===== src/rtl/addr_decoder_pkg.sv =====
// Shared types and constants for the address decoder: the default rule entry
// layout, the two matching modes and the index-width helper.
package addr_decoder_pkg;

   localparam bit ModeRange = 1'b0;
   localparam bit ModeNapot = 1'b1;

   // In Napot mode start_addr holds the base and end_addr holds the mask.
   typedef struct packed {
      logic [31:0] idx;
      logic [31:0] start_addr;
      logic [31:0] end_addr;
   } addr_rule_t;

   function automatic int unsigned idx_width(input int unsigned n);
      return (n > 1) ? $clog2(n) : 1;
   endfunction

endpackage


===== src/rtl/addr_decoder_comb.sv =====
// Combinational decode core: one comparator per rule, then a priority select
// in which the highest-numbered matching rule wins.
module addr_decoder_comb
   import addr_decoder_pkg::*;
#(
   parameter int unsigned NoIndices = 2,
   parameter int unsigned NoRules   = 1,
   parameter type         addr_t    = logic [31:0],
   parameter type         rule_t    = addr_rule_t,
   parameter bit          Napot     = ModeRange,
   parameter int unsigned IdxWidth  = idx_width(NoIndices)
) (
   input  addr_t                      addr_i,
   input  rule_t [NoRules-1:0]        addr_map_i,
   input  logic  [IdxWidth-1:0]       default_idx_i,
   input  logic                       en_default_idx_i,
   output logic  [IdxWidth-1:0]       idx_o,
   output logic                       dec_valid_o,
   output logic                       dec_error_o
);

   logic [NoRules-1:0] rule_match;

   for (genvar gi = 0; gi < NoRules; gi++) begin : g_rule
      addr_t start_addr;
      addr_t end_addr;
      assign start_addr = addr_t'(addr_map_i[gi].start_addr);
      assign end_addr   = addr_t'(addr_map_i[gi].end_addr);
      if (Napot) begin : g_napot
         assign rule_match[gi] = (addr_i & end_addr) == (start_addr & end_addr);
      end else begin : g_range
         // end_addr of zero means the range runs to the top of the address space.
         assign rule_match[gi] = (addr_i >= start_addr) &&
                                 ((addr_i < end_addr) || (end_addr == '0));
      end
   end

   always_comb begin
      idx_o       = en_default_idx_i ? default_idx_i : '0;
      dec_valid_o = 1'b0;
      for (int unsigned r = 0; r < NoRules; r++) begin
         if (rule_match[r]) begin
            idx_o       = addr_map_i[r].idx[IdxWidth-1:0];
            dec_valid_o = 1'b1;
         end
      end
      dec_error_o = !dec_valid_o && !en_default_idx_i;
   end

endmodule


===== src/rtl/addr_decoder.sv =====
// Registered address decoder: the combinational core feeds a single output
// stage that captures a new result only on cycles where valid_i is high.
module addr_decoder
   import addr_decoder_pkg::*;
#(
   parameter int unsigned NoIndices = 2,
   parameter int unsigned NoRules   = 1,
   parameter type         addr_t    = logic [31:0],
   parameter type         rule_t    = addr_rule_t,
   parameter bit          Napot     = ModeRange,
   parameter int unsigned IdxWidth  = idx_width(NoIndices)
) (
   input  logic                 clk_i,
   input  logic                 rst_ni,
   input  logic                 valid_i,
   input  addr_t                addr_i,
   input  rule_t [NoRules-1:0]  addr_map_i,
   input  logic  [IdxWidth-1:0] default_idx_i,
   input  logic                 en_default_idx_i,
   output logic                 valid_o,
   output logic  [IdxWidth-1:0] idx_o,
   output logic                 dec_valid_o,
   output logic                 dec_error_o
);

   logic [IdxWidth-1:0] idx_d, idx_q;
   logic                dec_valid_d, dec_valid_q;
   logic                dec_error_d, dec_error_q;
   logic                valid_q;

   addr_decoder_comb #(
      .NoIndices (NoIndices),
      .NoRules   (NoRules),
      .addr_t    (addr_t),
      .rule_t    (rule_t),
      .Napot     (Napot),
      .IdxWidth  (IdxWidth)
   ) u_comb (
      .addr_i           (addr_i),
      .addr_map_i       (addr_map_i),
      .default_idx_i    (default_idx_i),
      .en_default_idx_i (en_default_idx_i),
      .idx_o            (idx_d),
      .dec_valid_o      (dec_valid_d),
      .dec_error_o      (dec_error_d)
   );

   always_ff @(posedge clk_i) begin
      if (!rst_ni) begin
         valid_q     <= 1'b0;
         idx_q       <= '0;
         dec_valid_q <= 1'b0;
         dec_error_q <= 1'b0;
      end else begin
         valid_q <= valid_i;
         if (valid_i) begin
            idx_q       <= idx_d;
            dec_valid_q <= dec_valid_d;
            dec_error_q <= dec_error_d;
         end
      end
   end

   assign valid_o     = valid_q;
   assign idx_o       = idx_q;
   assign dec_valid_o = dec_valid_q;
   assign dec_error_o = dec_error_q;

`ifndef SYNTHESIS
   // Rule table sanity: indices must be in range, ranges must not be inverted.
   for (genvar gi = 0; gi < NoRules; gi++) begin : g_rule_chk
      always_ff @(posedge clk_i) begin
         if (rst_ni && valid_i) begin
            assert (addr_map_i[gi].idx < NoIndices);
            if (!Napot && (addr_map_i[gi].end_addr != '0)) begin
               assert (addr_map_i[gi].start_addr <= addr_map_i[gi].end_addr);
            end
         end
      end
   end
`endif

endmodule


===== config.mk =====
export PLATFORM = sky130hd
export DESIGN_NAME = addr_decoder
export DESIGN_NICKNAME = d
export VERILOG_FILES = /design/src/rtl/addr_decoder_pkg.sv /design/src/rtl/addr_decoder_comb.sv /design/src/rtl/addr_decoder.sv
export SDC_FILE = /design/constraint.sdc
export NUM_CORES = 1
export LEC_CHECK = 0
export CELL_PAD_IN_SITES_DETAIL_PLACEMENT = 0
export CELL_PAD_IN_SITES_GLOBAL_PLACEMENT = 1
export CORE_MARGIN = 2
export CORE_UTILIZATION = 21
export CTS_CLUSTER_DIAMETER = 100
export DETAILED_ROUTE_END_ITERATION = 7
export HOLD_SLACK_MARGIN = 0.06
export PLACE_DENSITY_LB_ADDON = 0.15
export SKIP_LAST_GASP = 1
export SLEW_MARGIN = 10
export SYNTH_ARGS = -nofsm -noshare
export SYNTH_HDL_FRONTEND = slang
export SYNTH_HIERARCHICAL = 1
export SYNTH_SLANG_ARGS = --single-unit

===== constraint.sdc =====
create_clock -name clk_i -period 2.05 [get_ports clk_i]
set_input_delay 0.3075 -clock clk_i [delete_from_list [all_inputs] [get_ports clk_i]]
set_output_delay 0.3075 -clock clk_i [all_outputs]
set_load 0.01 [all_outputs]

* Yosys cells after proc, flatten, opt, wreduce, memory -nomap -nowiden
Index checks and enable logic that the tools add are counted.
** Word-level totals
- Bits in registers :: 4
- Bits in latches :: 0
- Memory bits (writable) :: 0
- Bits in read-only memories :: 0
- Bits of input ports :: 133
- Output and inout bits :: 4
- Word-level logic and storage cells :: 15
- Memories :: 0
** Operators by class
- Add/subtract/negate cells :: 0
- Multipliers :: 0
- Div/mod/pow operators :: 0
- Magnitude comparators :: 2
- Equality and inequality tests :: 0
- Shift-type cells :: 0
- Muxes and demuxes :: 3
- Bitwise logic cells :: 0
- Reductions and logical operators :: 6
** Operator list (number)
- $ge 32x32->1 :: 1
- $logic_not 32->1 :: 1
- $lt 32x32->1 :: 1
- $mux 1 :: 3
- $logic_and 1x1->1 :: 2
- $logic_not 1->1 :: 2
- $logic_or 1x1->1 :: 1

* Longest topological paths before layout
Gate-level depths: netlist (run 1).
- Word-level depth :: 6
- Mapped depth :: 11
- Mapped depth without buffers :: 11

* Cells and area by module
Netlist (run 1), hierarchy kept.
** By module, submodules not included
- addr_decoder_comb :: times used 1, cells each 231, area each 1684.1 µm², sequential area each 0.0 µm²
- addr_decoder :: times used 1, cells each 11, area each 136.4 µm², sequential area each 80.1 µm²

* Least setup slack after synthesis (run 1)
No wires, ideal clock.
- Kind :: input to register
- From :: input addr_map_i[1] (netlist name)
- To :: register idx_q (netlist: idx_o)
- Library setup time :: 0.065 ns
- Arrival time :: 2.012 ns
- Data required time :: 1.985 ns
- Slack :: -0.027 ns
- Stages on the path :: 10
- Path buffers :: 0
- Cells stage by stage :: inv_1 > ha_1 > a2111oi_4 > o31ai_1 > a211oi_2 > o31ai_1 > a221oi_2 > mux2i_1 > mux2i_1 > nor2b_1
** On the way
- Word-level cells in the longest chain between the ends :: 4
- Elaborated cells between the ends (all ways) :: 5
- Those cells by class :: order compare: 1; mux: 1; reduce/logical: 3
** RTL lines
- from (decl) :: line addr_decoder.sv:17 : input rule_t [NoRules-1:0] addr_map_i,
- $lt 32x32->1 / $logic_not 32->1 (equally long branches) :: line addr_decoder_comb.sv:34 : ((addr_i < end_addr) || (end_addr == '0));
- $logic_or 1x1->1 * :: line addr_decoder_comb.sv:34
- $logic_and 1x1->1 * :: line addr_decoder_comb.sv:33 : assign rule_match[gi] = (addr_i >= start_addr) &&
- $mux 1 * :: line addr_decoder_comb.sv:42 : if (rule_match[r]) begin
- via idx_d :: line addr_decoder.sv:26 : logic [IdxWidth-1:0] idx_d, idx_q;
- to (signal assigned) :: line addr_decoder.sv:57 : idx_q <= idx_d;
- to (decl) :: line addr_decoder.sv:26
Mark *: on every way through the listed nets, which the timed path passes. The rest lies on a longest branch.
A chain may end at the register's enable or synchronous reset.

* Worst setup path after layout (run 1)
- From :: input addr_i[21] (netlist name)
- To :: register idx_q (netlist: idx_o)
** On the way
- Word-level cells in the longest chain between the ends :: 4
- Elaborated cells between the ends (all ways) :: 5
- Those cells by class :: order compare: 2; mux: 1; reduce/logical: 2
** RTL lines
- from (decl) :: line addr_decoder.sv:16 : input addr_t addr_i,
- $lt 32x32->1 :: line addr_decoder_comb.sv:34
- $logic_or 1x1->1 :: line addr_decoder_comb.sv:34
- $logic_and 1x1->1 * :: line addr_decoder_comb.sv:33
- $mux 1 * :: line addr_decoder_comb.sv:42
- via idx_d :: line addr_decoder.sv:26
Marked as above.

==> flow_summary.yaml, run 1 <==
cts:
  h-tree-depth: 1
  ctsHoldBuffers: 0
  cts-root-buf: "clkbuf_8"
  clock-sinks: 4
  clk_pin_slew_ns: 0.03
  cts_buffer_depth: 2
  numCtsBuffers: 3
  tritoncts: "done"
  clkLatencyLatePin_ns: 0.22
sta:
  finalCriticalPeriod_ns: 2.046
  hold_ws_ns: 0.5234
  clock.fmax_mhz: 488.8
  clock-skew-final_ns: 0
  slew-limit-headroom_pct: 79.24
  setup_violations: 0
  fin_tns_setup_ns: 0
  rsz0062_at_grt: "yes"
  finalHoldViolations: 0
  timing.final.crit_share_pct: 99.79
  maxSlewViolCount: 0
  worst_pin_slew_ns: 0.3109
final_layout:
  n_antenna_cell: 0
  fill_cells: 833
  fin_cells: 496
  drive_gt1_share_pct: 57.80
  area_growth_pct: 126.5
  num-nets-final: 589
worst_setup_path:
  crit_required_ns: 2.20
  critPathCaptureType: "flip-flop"
  critPathArrivalTime_ns: 2.20
  worstSetupPathType: "in2reg"
  crit_path_start_kind: "input port"
  critPathMaxFanout: 2
yosys:
  ys_warn_count: 6
  synth_seq_cells: 4
  syn_inst: 242
  netlist_area_sq_mm: 0.001820
  postSynthAreaPerCell_sq_um: 7.523
  synth.net_count: 438
  yosys.cell_types.count: 30
  synth-seq-area-share_pct: 4.399
place:
  place_congestion: 0.7664
  hpwl_um: 5514
  placedCellCount: 487
  portBuffers: 105
run:
  max-cap-violations: 0
drt:
  drt_iter0_drc: 17
  vias: 2242
  drtAntennaViolNets: 0
  drc: 0
  routedWlPerCell_um: 13.48
  viasPerCell: 4.520
  wl_um: 6685
  firstDrtPassIters: 4
power:
  p_leak_nw: 1.864
  irDropWorstVdd_mv: 0.1186
  powerDensity_mw_per_mm2: 260.1
global_routing:
  gr-usage-all-layers_pct: 13.99
  overflow: 0
  grt_pass1_wl_um: 11270
  grt_max_degree: 5
  antenna_found_initial: 1
  grt_pass1_vias: 2479
die:
  dieArea_sq_mm: 0.009429
  initial_utilization_pct: 21.94
  coreArea_sq_mm: 0.008299
  io_pins: 137
  die_w_um: 97.11
  die_h_um: 97.11
  rows: 33
worst_hold_path:
  hold_path_class: "reg2reg"
outcome:
  status: "finished clean"
## critical path, cell delays in order
cell	delay (ns)
clkdlybuf4s15_2	0.23
ha_4	0.25
a21o_1	0.16
a21o_1	0.18
a21oi_2	0.12
o21a_1	0.19
o31ai_4	0.09
a221oi_4	0.25
mux2i_1	0.22
mux2i_1	0.09
nor2b_1	0.11
## repair_timing
item	CTS	global route
pin swaps	54	41
gates resized for setup	259	107
buffers inserted	4	3
cloned	0	0
endpoints found under the setup margin	3	3
## flip-flops by register name (all words and copies together), names as in the netlist
name,count
dec_valid_o,1
idx_o,1
dec_error_o,1
valid_o,1
## metal layers
| metal | GRT usage [%] | routed length (um) | vias up |
|---|---|---|---|
| li1 | - | - | 1162 |
| met4 | 1.625 | 17 | 2 |
| met2 | 25.53 | 3331 | 63 |
| met3 | 2.590 | 386 | 4 |
| met1 | 17.54 | 2933 | 1011 |
| met5 | 0 | 16 | - |
## kinds of logic (layout without fill, tap and decap cells)
| kind of cell | after synthesis | count (layout) | share of synthesized area (%) |
|---|---|---|---|
| muxes | 4 | 4 | 2.199 |
| adders and majority gates | 63 | 63 | 43.30 |
| and+or+nand+nor | 49 | 49 | 15.67 |
| DFF | 4 | 4 | 4.399 |
| AOI/OAI and AO/OA | 57 | 57 | 21.03 |
| buffers and inverters | 65 | 214 | 13.40 |
## report_power, final
| part | internal [W] | total [W] | leakage (nW) | switching [W] |
|---|---|---|---|---|
| sequential | 0.0000833 | 0.0000857 | 0.0329 | 0.00000237 |
| combinational | 0.000460 | 0.000819 | 1.81 | 0.000359 |
| clock | 0.000125 | 0.000167 | 0.0216 | 0.0000420 |
| total | 0.000669 | 0.00107 | 1.86 | 0.000403 |
## cells in the mapped netlist, drive strengths merged
cell type | number | area share (%)
nand4 | 12 | 4.1
dfxtp | 4 | 4.4
nor2b | 5 | 1.7
nor3b | 1 | 0.41
a221oi | 2 | 1.3
nand2 | 8 | 1.6
o21ai | 8 | 2.2
and3 | 2 | 0.69
mux2i | 4 | 2.2
ha | 63 | 43
o31ai | 3 | 1.2
a31oi | 2 | 0.69
o22ai | 1 | 0.34
a41oi | 1 | 0.48
inv | 65 | 13
a2111oi | 2 | 2.0
nand2b | 1 | 0.76
nand3 | 5 | 1.4
and4 | 2 | 0.96
and2 | 1 | 0.41
o21a | 3 | 1.2
nor2 | 4 | 0.82
a21oi | 23 | 6.3
nor4 | 8 | 2.7
a21o | 9 | 3.7
a211oi | 3 | 1.5
## final cells by class
class | count | area, sq um | area share, %
Sequential cell | 4 | 80.08 | 1.942
Multi-Input combinational cell | 173 | 2417 | 58.63
Tap cell | 105 | 131.4 | 3.187
Timing Repair Buffer | 146 | 1204 | 29.20
Clock buffer | 3 | 41.29 | 1.002
Inverter | 65 | 249.0 | 6.039
## cells in the final DEF, fill, tap and decap left out, drive strengths merged, types with 2 or more instances in the layout
cell type / Yosys / layout
clkbuf: 0 / 25
a211oi: 3 / 3
a2111oi: 2 / 2
ha: 63 / 63
o31ai: 3 / 3
o21a: 3 / 3
nor4: 8 / 8
and3: 2 / 2
clkdlybuf4s15: 0 / 19
dlymetal6s2s: 0 / 6
nor2: 4 / 4
buf: 0 / 51
dfxtp: 4 / 4
nor2b: 5 / 5
inv: 65 / 65
clkdlybuf4s50: 0 / 9
o21ai: 8 / 8
nand4: 12 / 12
a31oi: 2 / 2
mux2i: 4 / 4
nand2: 8 / 8
and4: 2 / 2
a221oi: 2 / 2
a21o: 9 / 9
a21oi: 23 / 23
nand3: 5 / 5
dlygate4sd2: 0 / 39
## worst paths after layout
| path | slack [ns] | startpoint | cells after the start | endpoint |
|---|---|---|---|---|
| worst max-delay path | 0.004 | addr_i[21] | 11 | idx_o$_SDFFE_PN0P_ |
| worst min register to register | 0.52 | dec_valid_o$_SDFFE_PN0P_ | 2 | dec_valid_o$_SDFFE_PN0P_ |
| worst min-delay path | 0.52 | dec_valid_o$_SDFFE_PN0P_ | 2 | dec_valid_o$_SDFFE_PN0P_ |
| worst max register to register | 1.45 | dec_valid_o$_SDFFE_PN0P_ | 2 | dec_valid_o$_SDFFE_PN0P_ |
## metrics by stage
| step | cell area [sq um] | util [%] | power, W | setup slack [ns] |
|---|---|---|---|---|
| after floorplan | 1821 | - | 0.0003309 | 0.007843 |
| after global placement | 3266 | 39.35 | 0.0006927 | -0.6758 |
| after detailed placement | 3266 | 39.35 | 0.0006967 | -0.7347 |
| after CTS | 3958 | 47.69 | 0.001021 | -0.06347 |
| after global routing | 4123 | 49.68 | 0.001168 | -0.1404 |
| final | 4123 | 49.68 | 0.001072 | 0.004243 |
Power figures use the tool's default switching activity.
==> run 2: changes to the inputs <==
--- a/config.mk
+++ b/config.mk
@@ -5,12 +5,14 @@
 export SDC_FILE = /design/constraint.sdc
 export NUM_CORES = 1
 export LEC_CHECK = 0
+export CAP_MARGIN = 0
 export CELL_PAD_IN_SITES_DETAIL_PLACEMENT = 0
 export CELL_PAD_IN_SITES_GLOBAL_PLACEMENT = 1
 export CORE_MARGIN = 2
-export CORE_UTILIZATION = 21
+export CORE_UTILIZATION = 39
 export CTS_CLUSTER_DIAMETER = 100
 export DETAILED_ROUTE_END_ITERATION = 7
+export DONT_BUFFER_PORTS = 1
 export HOLD_SLACK_MARGIN = 0.06
 export PLACE_DENSITY_LB_ADDON = 0.15
 export SKIP_LAST_GASP = 1
==> flow_summary.yaml, run 2 (synthesis results as in run 1) <==
drt:
  wl_um: 4322
  routedWlPerCell_um: 14.12
  vias: 1639
  drtAntennaViolNets: 0
  viasPerCell: 5.356
  drc: 0
  firstDrtPassIters: 3
  drt_iter0_drc: 32
worst_setup_path:
  worstSetupPathType: "in2reg"
  r2r_slack_ns: 1.38
  critPathCaptureType: "flip-flop"
  critPathMaxFanout: 2
  crit_path_start_kind: "input port"
  reg2reg_depth: 2
  crit_required_ns: 2.19
  critPathArrivalTime_ns: 2.13
sta:
  setup_violations: 0
  worst_pin_slew_ns: 0.4232
  clock-skew-final_ns: 0
  fin_tns_setup_ns: 0
  maxSlewViolCount: 0
  timing.final.crit_share_pct: 96.77
  rsz0062_at_grt: "yes"
  worst_slack_ns: 0.06625
  finalCriticalPeriod_ns: 1.984
  slew-limit-headroom_pct: 71.53
  clock.fmax_mhz: 504.1
  finalHoldViolations: 0
final_layout:
  fill_cells: 473
  final_common_cell: "inv_1"
  seq_area_sq_um: 80.08
  num-nets-final: 452
  n_antenna_cell: 0
  drive_gt1_share_pct: 10.63
  multi_input_area_sq_mm: 0.001555
  final_cell_mix: "inv_1, ha_1, a21oi_1"
  area_growth_pct: 12.78
  design_area_sq_mm: 0.002053
cts:
  numCtsBuffers: 3
  h-tree-depth: 1
  cts_buffer_depth: 2
  tritoncts: "done"
  cts-root-buf: "clkbuf_8"
  clkLatencyLatePin_ns: 0.21
  clock-sinks: 4
  clk_pin_slew_ns: 0.03
place:
  hpwl_um: 4016
  post_dp_cell_area_sq_mm: 0.001938
  pre_cts_slack_ns: -0.2421
  place_congestion: 0.7750
  portBuffers: 0
outcome:
  status: "finished clean"
die:
  die_w_um: 72.32
  dieArea_sq_mm: 0.005230
  initial_utilization_pct: 41.24
  die_h_um: 72.32
  coreArea_sq_mm: 0.004414
  rows: 24
  io_pins: 137
global_routing:
  gr-usage-all-layers_pct: 15.56
  overflow: 0
  antenna_found_initial: 0
  grt_max_degree: 5
  grt_pass1_vias: 1594
  grt_pass1_wl_um: 6699
run:
  max-cap-violations: 0
power:
  power.switching_w: 0.0002065
  p_seq_share_pct: 15.0
  combPwrFrac_pct: 57.7
  powerDensity_mw_per_mm2: 287.8
  pwr-share-clk_pct: 27.4
  p_sw_share_pct: 34.94
  p_int_w: 0.0003844
  p_leak_nw: 1.174
  irDropWorstVdd_mv: 0.3658
worst_hold_path:
  hold_path_class: "in2reg"
  hold_depth: 1
run 2: cell types whose count changed in the layout (fill, tap and decap cells not counted), sizes merged:
cell	change
clkdlybuf4s50	-9
buf	-42
clkbuf	-22
dlymetal6s2s	-6
clkdlybuf4s15	-19
dlygate4sd2	-39
run 2: per-stage QoR:
stage / hold slack (ns) / std cells / total power (W) / utilization, %
after floorplan: 0.4357 / 242 / 0.0003309 / -
after global placement: 0.4406 / 301 / 0.0004044 / 43.91
after detailed placement: 0.4463 / 301 / 0.0004066 / 43.91
after CTS: 0.2276 / 305 / 0.0005802 / 45.04
after global routing: 0.2252 / 306 / 0.0006624 / 46.51
final: 0.2306 / 306 / 0.0005909 / 46.51
run 2: cell type report:
type | instances | share of cell area (%)
clock buffer | 3 | 2.011
inverter | 65 | 11.88
multi-input combinational | 173 | 75.75
sequential | 4 | 3.900
tap | 52 | 3.169
timing repair buffer | 9 | 3.291
run 2: power by group through the flow:
stage	clock network [W]	registers [W]	logic, W
2_1_floorplan	0	0.0000887	0.000242
3_3_place_gp	0	0.0000896	0.000315
3_5_place_dp	0	0.0000896	0.000317
4_1_cts	0.000167	0.0000888	0.000324
5_1_grt	0.000173	0.0000894	0.000400
6_report	0.000162	0.0000885	0.000341
run 2: metal layers:
| metal | vias up | global-route usage [%] | part of all wire [%] |
|---|---|---|---|
| met2 | 58 | 26.10 | 45 |
| met5 | - | 0 | 0 |
| li1 | 890 | - | - |
| met1 | 691 | 21.25 | 48 |
| met4 | 0 | 1.258 | 0 |
| met3 | 0 | 3.333 | 7.4 |
run 2: worst paths after layout:
check / from / to
worst max-delay path: addr_map_i[1] / idx_o$_SDFFE_PN0P_
worst min-delay path: valid_i / valid_o$_SDFF_PN0_
worst max register to register: idx_o$_SDFFE_PN0P_ / idx_o$_SDFFE_PN0P_
worst min register to register: dec_valid_o$_SDFFE_PN0P_ / dec_valid_o$_SDFFE_PN0P_
run 2: worst max-delay path, cell delays in order:
cell and delay (ns):
inv_2 0.04, ha_4 0.20, a2111oi_4 0.34, o31ai_2 0.12, a211oi_2 0.26, o31ai_2 0.09, a221oi_2 0.21, buf_4 0.16
mux2i_1 0.18, mux2i_1 0.09, nor2b_1 0.13
run 2: timing repair:
item / CTS / global route
hold buffers: 0 / 0
pin swaps: 2 / 5
endpoints found under the setup margin: 1 / 2
gates resized for setup: 1 / 11
buffers inserted: 1 / 1
